--- src/rtl/fetch_pkg.sv ---
// Shared definitions for the instruction fetch stage.
//   fetch_state_t : fetch control states
//   NOP_INSTR     : instruction word shown on if_instr while nothing has been fetched
//   INSTR_BYTES   : PC increment per instruction
//   ALIGN_MASK    : clears the byte-offset bits of a PC
//   align_pc()    : word-aligns a PC
package fetch_pkg;

    typedef enum logic [1:0] {
        S_REQ  = 2'd0,
        S_WAIT = 2'd1,
        S_OUT  = 2'd2
    } fetch_state_t;

    localparam logic [31:0] NOP_INSTR   = 32'h0000_0013;
    localparam logic [31:0] INSTR_BYTES = 32'd4;
    localparam logic [31:0] ALIGN_MASK  = 32'hFFFF_FFFC;

    function automatic logic [31:0] align_pc(input logic [31:0] pc);
        return pc & ALIGN_MASK;
    endfunction

endpackage

--- src/rtl/fetch_buf.sv ---
// Single-entry valid/ready holding register between fetch and decode.
//   clk, rst          : clock, asynchronous active-high reset
//   load              : capture load_pc/load_instr and mark the entry valid
//   load_pc/instr     : PC and instruction word to capture
//   flush             : drop the entry (redirect); wins over load and pop
//   pop               : decode consumed the entry
//   valid, pc, instr  : held entry
module fetch_buf
    import fetch_pkg::*;
(
    input  logic        clk,
    input  logic        rst,
    input  logic        load,
    input  logic [31:0] load_pc,
    input  logic [31:0] load_instr,
    input  logic        flush,
    input  logic        pop,
    output logic        valid,
    output logic [31:0] pc,
    output logic [31:0] instr
);

    logic        valid_q, valid_d;
    logic [31:0] pc_q, pc_d;
    logic [31:0] instr_q, instr_d;

    // Next-entry selection; data only changes on load so it stays stable under backpressure.
    always_comb begin
        valid_d = valid_q;
        pc_d    = pc_q;
        instr_d = instr_q;
        if (flush) begin
            valid_d = 1'b0;
        end else if (load) begin
            valid_d = 1'b1;
            pc_d    = load_pc;
            instr_d = load_instr;
        end else if (pop) begin
            valid_d = 1'b0;
        end else begin
            valid_d = valid_q;
        end
    end

    // Entry registers.
    always_ff @(posedge clk or posedge rst) begin
        if (rst) begin
            valid_q <= 1'b0;
            pc_q    <= 32'h0000_0000;
            instr_q <= NOP_INSTR;
        end else begin
            valid_q <= valid_d;
            pc_q    <= pc_d;
            instr_q <= instr_d;
        end
    end

    assign valid = valid_q;
    assign pc    = pc_q;
    assign instr = instr_q;

endmodule

--- src/rtl/instr_fetch.sv ---
// Instruction fetch stage closing the loop around an enable-less program counter.
// It issues one word-aligned request at a time, buffers the returned word for
// decode and decides every cycle whether the PC holds, increments or redirects.
//   clk, rst                     : clock, asynchronous active-high reset
//   pc_in / pc_next              : current PC from / next PC to program_counter
//   imem_req_valid/ready/addr    : instruction memory request handshake
//   imem_resp_valid/data         : memory response, one per accepted request
//   redirect_valid/pc            : single-cycle branch/jump redirect
//   if_valid/ready/pc/instr      : buffered instruction towards decode
module instr_fetch
    import fetch_pkg::*;
#(
    parameter logic [31:0] RESET_PC = 32'h0000_0000
) (
    input  logic        clk,
    input  logic        rst,
    input  logic [31:0] pc_in,
    output logic [31:0] pc_next,
    output logic        imem_req_valid,
    input  logic        imem_req_ready,
    output logic [31:0] imem_req_addr,
    input  logic        imem_resp_valid,
    input  logic [31:0] imem_resp_data,
    input  logic        redirect_valid,
    input  logic [31:0] redirect_pc,
    output logic        if_valid,
    input  logic        if_ready,
    output logic [31:0] if_pc,
    output logic [31:0] if_instr
);

    fetch_state_t state_q, state_d;
    logic         kill_q, kill_d;
    logic [31:0]  pc_next_s;
    logic [31:0]  fetch_pc_s;
    logic         buf_load_s;
    logic         buf_flush_s;
    logic         buf_pop_s;
    logic         buf_valid_s;

    assign fetch_pc_s     = align_pc(pc_in);
    assign imem_req_addr  = fetch_pc_s;
    // State already sits in S_REQ during reset; the request must still be held off.
    assign imem_req_valid = (state_q == S_REQ) && !rst;
    // A redirect cycle never hands an instruction to decode.
    assign if_valid       = buf_valid_s && !redirect_valid;
    assign buf_pop_s      = if_valid && if_ready;
    // program_counter loads pc_next on every edge, so reset must steer it directly.
    assign pc_next        = rst ? RESET_PC : pc_next_s;

    // Next-state, kill flag and PC selection; redirect overrides every state.
    always_comb begin
        state_d     = state_q;
        kill_d      = kill_q;
        pc_next_s   = pc_in;
        buf_load_s  = 1'b0;
        buf_flush_s = 1'b0;
        if (redirect_valid) begin
            pc_next_s   = align_pc(redirect_pc);
            buf_flush_s = 1'b1;
            // A request still in flight after this cycle must have its response dropped.
            if (((state_q == S_REQ) && imem_req_ready) ||
                ((state_q == S_WAIT) && !imem_resp_valid)) begin
                kill_d  = 1'b1;
                state_d = S_WAIT;
            end else begin
                kill_d  = 1'b0;
                state_d = S_REQ;
            end
        end else begin
            case (state_q)
                S_REQ: begin
                    if (imem_req_ready) begin
                        state_d = S_WAIT;
                    end else begin
                        state_d = S_REQ;
                    end
                end
                S_WAIT: begin
                    if (imem_resp_valid && kill_q) begin
                        kill_d  = 1'b0;
                        state_d = S_REQ;
                    end else if (imem_resp_valid) begin
                        buf_load_s = 1'b1;
                        pc_next_s  = pc_in + INSTR_BYTES;
                        state_d    = S_OUT;
                    end else begin
                        state_d = S_WAIT;
                    end
                end
                S_OUT: begin
                    if (buf_pop_s) begin
                        state_d = S_REQ;
                    end else begin
                        state_d = S_OUT;
                    end
                end
                default: begin
                    kill_d  = 1'b0;
                    state_d = S_REQ;
                end
            endcase
        end
    end

    // State and kill registers.
    always_ff @(posedge clk or posedge rst) begin
        if (rst) begin
            state_q <= S_REQ;
            kill_q  <= 1'b0;
        end else begin
            state_q <= state_d;
            kill_q  <= kill_d;
        end
    end

    fetch_buf u_fetch_buf (
        .clk        (clk),
        .rst        (rst),
        .load       (buf_load_s),
        .load_pc    (fetch_pc_s),
        .load_instr (imem_resp_data),
        .flush      (buf_flush_s),
        .pop        (buf_pop_s),
        .valid      (buf_valid_s),
        .pc         (if_pc),
        .instr      (if_instr)
    );

endmodule

--- config.mk ---
export PLATFORM = sky130hd
export DESIGN_NAME = instr_fetch
export DESIGN_NICKNAME = d
export VERILOG_FILES = /design/src/rtl/fetch_pkg.sv /design/src/rtl/fetch_buf.sv /design/src/rtl/instr_fetch.sv
export SDC_FILE = /design/constraint.sdc
export NUM_CORES = 1
export LEC_CHECK = 0
export ABC_AREA = 0
export CORE_ASPECT_RATIO = 1.2
export CORE_MARGIN = 3
export CORE_UTILIZATION = 30
export CTS_BUF_LIST = sky130_fd_sc_hd__clkbuf_4
export CTS_CLUSTER_SIZE = 28
export DETAILED_ROUTE_END_ITERATION = 8
export GPL_TIMING_DRIVEN = 0
export PLACE_DENSITY = 0.66
export SKIP_LAST_GASP = 1
export SYNTH_ARGS = -nofsm -noshare
export SYNTH_HDL_FRONTEND = slang
export SYNTH_SLANG_ARGS = --single-unit
export TNS_END_PERCENT = 100
--- constraint.sdc ---
create_clock -name clk -period 4.8 [get_ports clk]
set_clock_uncertainty 0.2 [all_clocks]
set_input_delay 0.96 -clock clk [delete_from_list [all_inputs] [get_ports clk]]
set_output_delay 0.96 -clock clk [all_outputs]
set_load 0.1 [all_outputs]
==> summary.md <==
| Metric | Value |
|---|---|
| Status | complete, no violations |
| Worst Hold Class | flip-flop to flip-flop |
| Final worst-path cycle share | 97.9% |
| Drt wl/cell | 18.9 µm |
| Htree depth | 3 |
| Initial DRC count | 227 |
| Int Power | 1.81 mW |
| Setup crit end kind | primary output |
| Ys Warns | 0 |
| CP required | 3.64 ns |
| Sequential-to-total area share from yosys stat | 42.0% |
| CTS tree | built |
| Global-route wire length before repair | 23,700 µm |
| Core area | 0.0127 mm² |
| Number of synthesized register bits | 66 |
| Slowest CP cell | clkdlybuf4s50_1 |
| DP Wirelength | 11,600 µm |
| RSZ-0062 raised after global routing | true |
| Antenna-violating nets left | 0 |
| EDFF count, synth | 0 |
| Clock Latency Late Sink | 0.42 ns |
| Chip width | 111 µm |
| Worst r2r src | state_q[1] |
| Switching share of total power | 62.2% |
| Hold Path Depth | 1 |
| Antenna violations before repair | 2 |
| Post-Syn Instances | 384 |
| Root Driver | clkbuf_4 |
| Die Footprint | 0.0145 mm² |
| R2R cell count | 5 |
| Rows | 45 |
| CP cell instances | clkdlybuf4s50_1 > nand4_1 > or4_1 > or3_1 > a311oi_2 > buf_2 |
| Via count | 4,048 |
| TritonCTS buffer count | 9 |
| Slew HR | 32.3% |
| Sw Pwr | 2.98 mW |
| Worst Setup Path Type | input pin to primary output |
| Initial Utilization | 31.0% |
| Post-synthesis cell type count | 50 |
| GRT Resource Usage Total | 20.3% |
| CP peak stage delay | 0.63 ns |
| Ys async rst share | 100% |
| Worst R2R Setup Slack | 1.86 ns |
| Area Growth Syn to Fin | 74.2% |
| Commonest non-fill, non-tap cells in the layout | clkdlybuf4s50_1 (185), dfrtp_1 (63), mux2_2 (62) |
| Setup crit start kind | input pin |
| Avg Cell Area, Syn | 10.3 µm² |
| Setup WS pre-CTS | -1.17 ns |
| CTS Buffer Depth | 2 |
| Fmax | 213 MHz |
| GRT overflow | 0 |
| Max-cap viol count | 0 |
| Flop pwr share | 20.3% |
| Via density | 5.09 |
| Comb pwr share | 71.0% |
| Worst setup margin | 0.0999 ns |
| Vias in the first global route | 4,226 |
| Synthesized area | 0.00394 mm² |
| Max FO, Critical Path | 7 |
| IO buf count | 224 |
| Hold EP | u_fetch_buf.pc[21] |
| Core Util, Final | 53.9% |
| Worst vdd ir | 0.719 mV |
| Die Y | 132 µm |
| Commonest non-fill, non-tap cell in the layout | clkdlybuf4s50_1 |
| RR Endpoint | u_fetch_buf.pc[8] |
| RePlAce Congestion | 0.806 |
| DRT Pass-1 Iters | 4 |
| Final WL | 15,000 µm |
| # IOs | 232 |
| Clk pwr share | 8.6% |
| Final setup vio count | 0 |
| Final min period | 4.70 ns |
| Crit path DAT | 3.54 ns |
| Share of layout cells above drive strength 1 | 28.4% |
| PD cells | 697 mW/mm² |
| Setup TNS Final | 0 ns |
| Final Hold Fails | 0 |
| Max Slew Vio Count | 0 |
| Drt drc | 0 |
| Largest net degree at the start of global routing | 30 |
| CTS clk-pin slew, worst paths | 0.12 ns |
| Ys flop type | dfrtp_1 |
| Min-delay src | u_fetch_buf.pc[21] |
| Slew @ Worst Pin | 1.01 ns |
| Sink Count | 66 |
| Final nets | 728 |
| Leak Pwr | 2.79 nW |
synthesized netlist by cell type (8+ instances only):
| master | n | area [µm²] |
|---|---|---|
| dfrtp_1 | 63 | 1580 |
| mux2_2 | 62 | 698 |
| buf_4 | 34 | 255 |
| nor2_1 | 26 | 97.6 |
| nand2_1 | 23 | 86.3 |
| inv_1 | 13 | 48.8 |
| clkbuf_1 | 12 | 45.0 |
| nand3_1 | 12 | 60.1 |
| nand4_1 | 12 | 75.1 |
| a211oi_1 | 11 | 82.6 |
| nor4_1 | 11 | 68.8 |
| nor3_1 | 10 | 50.1 |
| a311oi_1 | 8 | 70.1 |
state kept, by name (all words and copies together) (netlist names):
signal and cells:
u_fetch_buf.valid 1, u_fetch_buf.instr 32, u_fetch_buf.pc 30, kill_q 1, state_q 2
logic make-up after synthesis:
group / count (synthesis) / synth area share, %
other cells: 1 / 0.0952
flops: 66 / 42.0
xor+xnor: 8 / 1.78
fa+ha+maj: 1 / 0.318
mux: 63 / 18.0
buf+inv: 67 / 9.91
compound gates: 54 / 10.8
simple gates: 124 / 17.1
area by class of cell:
type                            instances  area [µm²]
Inverter                               13        52.6
Buffer                                 54         347
Sequential cell                        66        1660
Tap cell                              164         205
Multi-Input combinational cell        254        2180
Timing Repair Buffer                  227        2270
Clock buffer                            9        67.6
Antenna cell                            1        2.50
Clock inverter                          7        83.8
Fill cell                            1200        5860
power groups by stage:
stage	Clock [mW]	Combinational, mW	Sequential (mW)
global route	0.458	3.48	1.01
CTS	0.432	3.42	0.977
global placement	0	3.40	0.969
floorplan	0	0.649	2.92
finish	0.414	3.40	0.972
detailed placement	0	3.42	0.986
critical path: cells and delay by family:
| kind | cells | cell delay, ns |
|---|---|---|
| buf+inv | 2 | 1.11 |
| compound gates | 1 | 0.28 |
| simple gates | 3 | 1.20 |
metal layers:
metal	routed length, µm	global-route usage [%]
met5	13	0
met1	6000	24.8
met2	7650	34.8
met3	1070	5.25
met4	288	6.71
worst max-delay path by stage:
stage / startpoint / endpoint / slack (ns)
finish: pc_in[4] / pc_next[15] / 0.1
global route: pc_in[14] / pc_next[28] / -0.03
CTS: pc_in[3] / pc_next[18] / -0.19
detailed placement: pc_in[3] / pc_next[18] / -1.17
global placement: rst / pc_next[20] / -1.52
floorplan: pc_in[2] / pc_next[26] / -0.40
per-stage QoR:
stage / area (µm²) / hold slack, ns / std cells / power (mW)
floorplan: 4170 / 0.297 / 387 / 3.57
global placement: 6610 / 0.289 / 775 / 4.37
detailed placement: 6650 / 0.295 / 777 / 4.40
CTS: 6840 / 0.325 / 794 / 4.83
global route: 6860 / 0.340 / 795 / 4.95
finish: 6860 / 0.321 / 795 / 4.78
what timing repair did:
action	in CTS	in global routing
setup buffers	1	0
cloned	0	0
hold buffers	0	0
resized for setup	106	21
endpoints found under the setup margin	33	15
No activity file was read; power rests on OpenSTA's default activity.
